[src/rtl/arm_pkg.sv]
// Shared ARM pipeline definitions: default datapath widths, the NOP word and
// the prefetch queue entry layout.
package arm_pkg;

    localparam int ARM_ADDR_W  = 32;
    localparam int ARM_INSTR_W = 32;

    // Matches the instruction memory's default (unwritten) word.
    localparam logic [ARM_INSTR_W-1:0] INSTR_NOP = 32'h0000_0000;

    typedef struct packed {
        logic [ARM_ADDR_W-1:0]  pc;
        logic [ARM_INSTR_W-1:0] instr;
    } fetch_entry_t;

endpackage

[src/rtl/fetch_queue.sv]
// Synchronous FIFO that holds prefetched instructions. It has a synchronous
// clear for redirects and exposes its occupancy.
module fetch_queue #(
    parameter int WIDTH = 64,
    parameter int DEPTH = 4
) (
    input  logic                     clk,
    input  logic                     rst,
    input  logic                     clear_i,
    input  logic                     push_i,
    input  logic                     pop_i,
    input  logic [WIDTH-1:0]         wdata_i,
    output logic [WIDTH-1:0]         rdata_o,
    output logic [$clog2(DEPTH):0]   count_o
);

    localparam int PW = $clog2(DEPTH);
    localparam int CW = PW + 1;

    logic [WIDTH-1:0] mem_q [DEPTH];
    logic [PW-1:0]    wr_ptr_q, wr_ptr_d;
    logic [PW-1:0]    rd_ptr_q, rd_ptr_d;
    logic [CW-1:0]    count_q, count_d;

    // The caller guarantees push only when not full (or when popping) and
    // pop only when non-empty, so the count never needs to saturate.
    always_comb begin
        wr_ptr_d = wr_ptr_q;
        rd_ptr_d = rd_ptr_q;
        count_d  = count_q;
        if (clear_i) begin
            wr_ptr_d = '0;
            rd_ptr_d = '0;
            count_d  = '0;
        end else begin
            if (push_i) wr_ptr_d = wr_ptr_q + 1'b1;
            if (pop_i)  rd_ptr_d = rd_ptr_q + 1'b1;
            case ({push_i, pop_i})
                2'b10:   count_d = count_q + 1'b1;
                2'b01:   count_d = count_q - 1'b1;
                default: count_d = count_q;
            endcase
        end
    end

    always_ff @(posedge clk) begin
        if (rst) begin
            wr_ptr_q <= '0;
            rd_ptr_q <= '0;
            count_q  <= '0;
        end else begin
            wr_ptr_q <= wr_ptr_d;
            rd_ptr_q <= rd_ptr_d;
            count_q  <= count_d;
        end
    end

    always_ff @(posedge clk) begin
        if (!rst && !clear_i && push_i) begin
            mem_q[wr_ptr_q] <= wdata_i;
        end
    end

    assign rdata_o = mem_q[rd_ptr_q];
    assign count_o = count_q;

endmodule

[src/rtl/fetch_sequencer.sv]
// IF-stage fetch controller. It owns the PC, fills the prefetch queue from
// the combinational instruction memory, and redirects fetch on taken branches.
module fetch_sequencer
    import arm_pkg::*;
#(
    parameter int                DEPTH    = 4,
    parameter int                ADDR_W   = ARM_ADDR_W,
    parameter int                INSTR_W  = ARM_INSTR_W,
    parameter logic [ADDR_W-1:0] RESET_PC = '0
) (
    input  logic                     clk,
    input  logic                     rst,
    input  logic                     branch_taken,
    input  logic [ADDR_W-1:0]        branch_addr,
    output logic [ADDR_W-1:0]        imem_addr,
    input  logic [INSTR_W-1:0]       imem_instr,
    output logic                     out_valid,
    input  logic                     out_ready,
    output logic [INSTR_W-1:0]       out_instr,
    output logic [ADDR_W-1:0]        out_pc,
    output logic [ADDR_W-1:0]        out_pc_plus4,
    output logic [$clog2(DEPTH):0]   q_count
);

    localparam int CW = $clog2(DEPTH) + 1;
    localparam int EW = ADDR_W + INSTR_W;

    logic [ADDR_W-1:0]  pc_q, pc_d;
    logic               pop, push;
    logic [EW-1:0]      head;
    logic [ADDR_W-1:0]  head_pc;
    logic [INSTR_W-1:0] head_instr;

    assign out_valid = (q_count != '0);
    assign pop       = out_valid & out_ready;
    // A full queue can still accept a word in the same cycle its head leaves.
    assign push      = ~branch_taken & ((q_count < CW'(DEPTH)) | pop);

    always_comb begin
        pc_d = pc_q;
        if (branch_taken) begin
            pc_d = branch_addr & ~ADDR_W'(3);
        end else if (push) begin
            pc_d = pc_q + ADDR_W'(4);
        end
    end

    always_ff @(posedge clk) begin
        if (rst) begin
            pc_q <= RESET_PC;
        end else begin
            pc_q <= pc_d;
        end
    end

    fetch_queue #(
        .WIDTH (EW),
        .DEPTH (DEPTH)
    ) u_queue (
        .clk     (clk),
        .rst     (rst),
        .clear_i (branch_taken),
        .push_i  (push),
        .pop_i   (pop),
        .wdata_i ({pc_q, imem_instr}),
        .rdata_o (head),
        .count_o (q_count)
    );

    assign imem_addr  = pc_q;
    assign head_pc    = head[EW-1:INSTR_W];
    assign head_instr = head[INSTR_W-1:0];

    // Stale storage is masked so that an empty queue presents clean zeros.
    assign out_instr    = out_valid ? head_instr : INSTR_W'(INSTR_NOP);
    assign out_pc       = out_valid ? head_pc : '0;
    assign out_pc_plus4 = out_valid ? head_pc + ADDR_W'(4) : '0;

endmodule
[config.mk]
export PLATFORM = sky130hd
export DESIGN_NAME = fetch_sequencer
export DESIGN_NICKNAME = d
export VERILOG_FILES = /design/src/rtl/arm_pkg.sv /design/src/rtl/fetch_queue.sv /design/src/rtl/fetch_sequencer.sv
export SDC_FILE = /design/constraint.sdc
export NUM_CORES = 1
export LEC_CHECK = 0
export CORE_UTILIZATION = 58
export DETAILED_ROUTE_END_ITERATION = 10
export GPL_TIMING_DRIVEN = 0
export HOLD_SLACK_MARGIN = 0.03
export PLACE_DENSITY = 0.95
export SETUP_SLACK_MARGIN = 0.15
export SLEW_MARGIN = 25
export SYNTH_ARGS = -nofsm -noshare
export SYNTH_HDL_FRONTEND = slang
export SYNTH_SLANG_ARGS = --single-unit
[constraint.sdc]
create_clock -name clk -period 4.6 [get_ports clk]
set_input_delay 0.92 -clock clk [delete_from_list [all_inputs] [get_ports clk]]
set_output_delay 0.92 -clock clk [all_outputs]
set_load 0.005 [all_outputs]
==> results of run 1 <==
==> per-layer routing <==
metal / vias up / share of wire, % / global-route usage [%]
li1: 3492 / - / -
met1: 4121 / 36 / 39.0
met2: 667 / 50 / 51.7
met3: 132 / 10 / 6.08
met4: 0 / 4.5 / 14.0
met5: - / 0 / 0
==> power by group through the flow <==
stage          Sequential, uW  Combinational (uW)  Clock, uW
6_report                 2960                 508       2200
3_5_place_dp             3010                 489          0
2_1_floorplan            2990                 209          0
3_3_place_gp             3010                 467          0
4_1_cts                  2960                 501       2210
5_1_grt                  2970                 538       2310
==> state kept, by name, indices dropped and copies added (netlist names), named ones only <==
name,count
u_queue.count_o,3
u_queue.mem_q,248
imem_addr,30
u_queue.wr_ptr_q,2
u_queue.rd_ptr_q,2
==> per-stage QoR <==
step	power [uW]	hold slack, ns
6_report	5670	0.572
5_1_grt	5810	0.578
4_1_cts	5670	0.553
3_5_place_dp	3500	0.538
3_3_place_gp	3470	0.512
2_1_floorplan	3200	0.485
==> final timing paths <==
kind                                            end
worst min-delay path            u_queue.wr_ptr_q[1]
worst max register to register   u_queue.count_o[2]
worst min register to register  u_queue.wr_ptr_q[1]
worst max-delay path               out_pc_plus4[30]
==> cell usage in the layout, fill, tap and decap left out, types with 3 or more instances in the layout <==
cell type	netlist	routed
and4_1	9	9
nor4_1	4	3
and2_1	66	66
buf_2	9	6
xor2_1	17	17
buf_6	1	4
clkbuf_1	25	32
ha_1	7	6
nand3_1	17	17
clkbuf_8	0	3
buf_4	7	10
mux2_2	3	3
nor3_1	17	16
conb_1	1	6
mux2_1	9	9
inv_1	15	15
dfxtp_1	39	39
xnor2_1	15	15
o31ai_1	5	5
a21oi_1	11	11
nor2_1	63	63
buf_12	1	4
or4_1	7	7
o21ai_0	10	10
clkbuf_16	0	27
or3_1	8	8
a211oi_1	12	12
and3_4	0	4
and3_1	7	3
mux2i_1	4	4
clkdlybuf4s50_1	0	190
clkinv_2	0	6
mux4_2	61	61
a311oi_1	10	10
nand2_1	30	30
edfxtp_1	248	248
nand4_1	18	18
==> cell families (layout without fill, tap and decap cells) <==
group	Yosys count	count (layout)	synth area share, %
AOI/OAI and AO/OA	55	55	3.06
adders and majority gates	8	8	0.875
buffers and inverters	62	312	2.48
and+or+nand+nor	257	257	11.5
DFF	287	287	66.9
xor gates and xnor gates	32	32	2.28
other	1	6	0.0305
muxes	78	78	12.8
==> layout make-up <==
cell class	instances	area [um2]
sequential	287	8230
fill	1069	4860
multi-input combinational	436	3820
timing repair buffer	200	2060
clock buffer	38	747
tap	270	338
buffer	46	265
clock inverter	12	118
inverter	16	60.1
==> worst max-delay path: stages (launching register included) <==
cell and delay (ns):
dfxtp_1 0.32, buf_6 0.16, buf_12 0.16, mux4_2 0.41
and4_4 0.28, nand4_4 0.20, buf_6 0.21, nor4_2 0.31
mux2_1 0.37, clkdlybuf4s50_1 0.53
==> what timing repair did <==
| item | in CTS | in global routing |
|---|---|---|
| resized for setup | 6 | 5 |
| endpoints found under the setup margin | 48 | 14 |
| hold buffers | 0 | 0 |
| buffers inserted | 3 | 2 |
| pin swaps | 1 | 0 |
==> out/metrics.cfg, run 1 <==
[run_status]
status = finished clean

[yosys]
synth-edff-count = 248
synth_commonest_cells = edfxtp_1, and2_1, nor2_1, mux4_2, dfxtp_1
synth_top_cell_by_area = edfxtp_1
synthCells = 780
synth_warnings = 0
ys_seq_area_share_pct = 66.9
synth_flop_cell = edfxtp_1
yosysMostFrequentCell = edfxtp_1
yosysUniqueCellTypes = 53
async_reset_ff_share_pct = 0
ys_seq_elements = 287
synth_top_area_share_pct = 60.6
synthTopCellsByArea = edfxtp_1, mux4_2, dfxtp_1, and2_1, nor2_1
synth.avg_cell_area_um2 = 15.8
syn-cell-area_um2 = 12300

[pwr]
intPower_uw = 4410
p_comb_share_pct = 9.0
switching_share_pct = 22.2
p_sw_uw = 1260
power_frac_seq_pct = 52.3
leakage_uw = 0.00514
peakVddDrop_v = 0.000220
p_clk_share_pct = 38.7
power_density_nw_per_um2 = 362

[floorplanning]
coreArea_um2 = 20500
initial_core_util_pct = 60.0
die_w_um = 148
die_h_um = 148
rows = 52
num_io_pins = 200
die_area_um2 = 21800

[timing]
rsz0062_at_grt = yes
fin_worst_skew_ns = 0.0179
setup_ws_ns = 0.172
max-slew-margin-rel_pct = 48.6
final.min_clock_period_ns = 4.43
worst_slew_pin_slew_ns = 0.766
period_share_pct = 96.3
finalSetupViolCount = 0
final.setup.tns_ns = 0
slew_viol_final = 0
max_clock_freq_mhz = 226
finalHoldViolCount = 0

[routing]
vias = 8412
dr.pass1.iters = 5
drt_wl_total_um = 33400
ant_nets = 0
wl_per_cell_um = 25.6
routed_via_density = 6.45
drc = 0
first_iter_violations = 1004

[hold_path]
min_path_type = reg2reg
hold_start = u_queue.wr_ptr_q[1]
hold_depth = 2

[setup_path]
critical_path.startpoint_type = register
r2r-start = u_queue.count_o[0]
ff2ff_path_depth = 9
critical_path_class = reg2out
required_ns = 3.68
crit_fanout = 10
rrSetupSlack_ns = 1.74
arrival_ns = 3.51
cp-end-kind = output pin

[place]
place.gp.congestion = 0.876
dpl.hpwl_um = 21100
place_area_um2 = 14700
io_buffers = 191
place_inst = 1250
pre_cts_slack_ns = 0.446

[cells_and_area]
final_cells = 1305
syn_to_final_growth_pct = 27.2
diodes = 0
drive_gt1_share_pct = 14.3
final_util_pct = 76.3
nets = 1090
final_area_um2 = 15600

[global_route]
grt_max_degree = 43
grt_pass1_vias = 8544
antenna_found_initial = 0
grt_pass1_wl_um = 50000
track_usage_pct = 30.8
overflow = 0

[flow_run]
maxCapViolations = 0

[clock_network]
clock-root-buffer = clkbuf_16
cts_tree = built
clkTransAtPathRegs_ns = 0.07
clockBufferDepth = 3
clock_sinks = 287
htree_levels = 1
cts_buffers = 27
worstSkewPairLatency_ns = 0.55

Power figures use the tool's default switching activity.
==> inputs of run 2 (changes only) <==
--- a/config.mk
+++ b/config.mk
@@ -7,6 +7,7 @@
 export LEC_CHECK = 0
 export CORE_UTILIZATION = 58
 export DETAILED_ROUTE_END_ITERATION = 10
+export GPL_ROUTABILITY_DRIVEN = 0
 export GPL_TIMING_DRIVEN = 0
 export HOLD_SLACK_MARGIN = 0.03
 export PLACE_DENSITY = 0.95
==> results of run 2 <==
Final layout, timing and power as in run 1 (identical DEF).
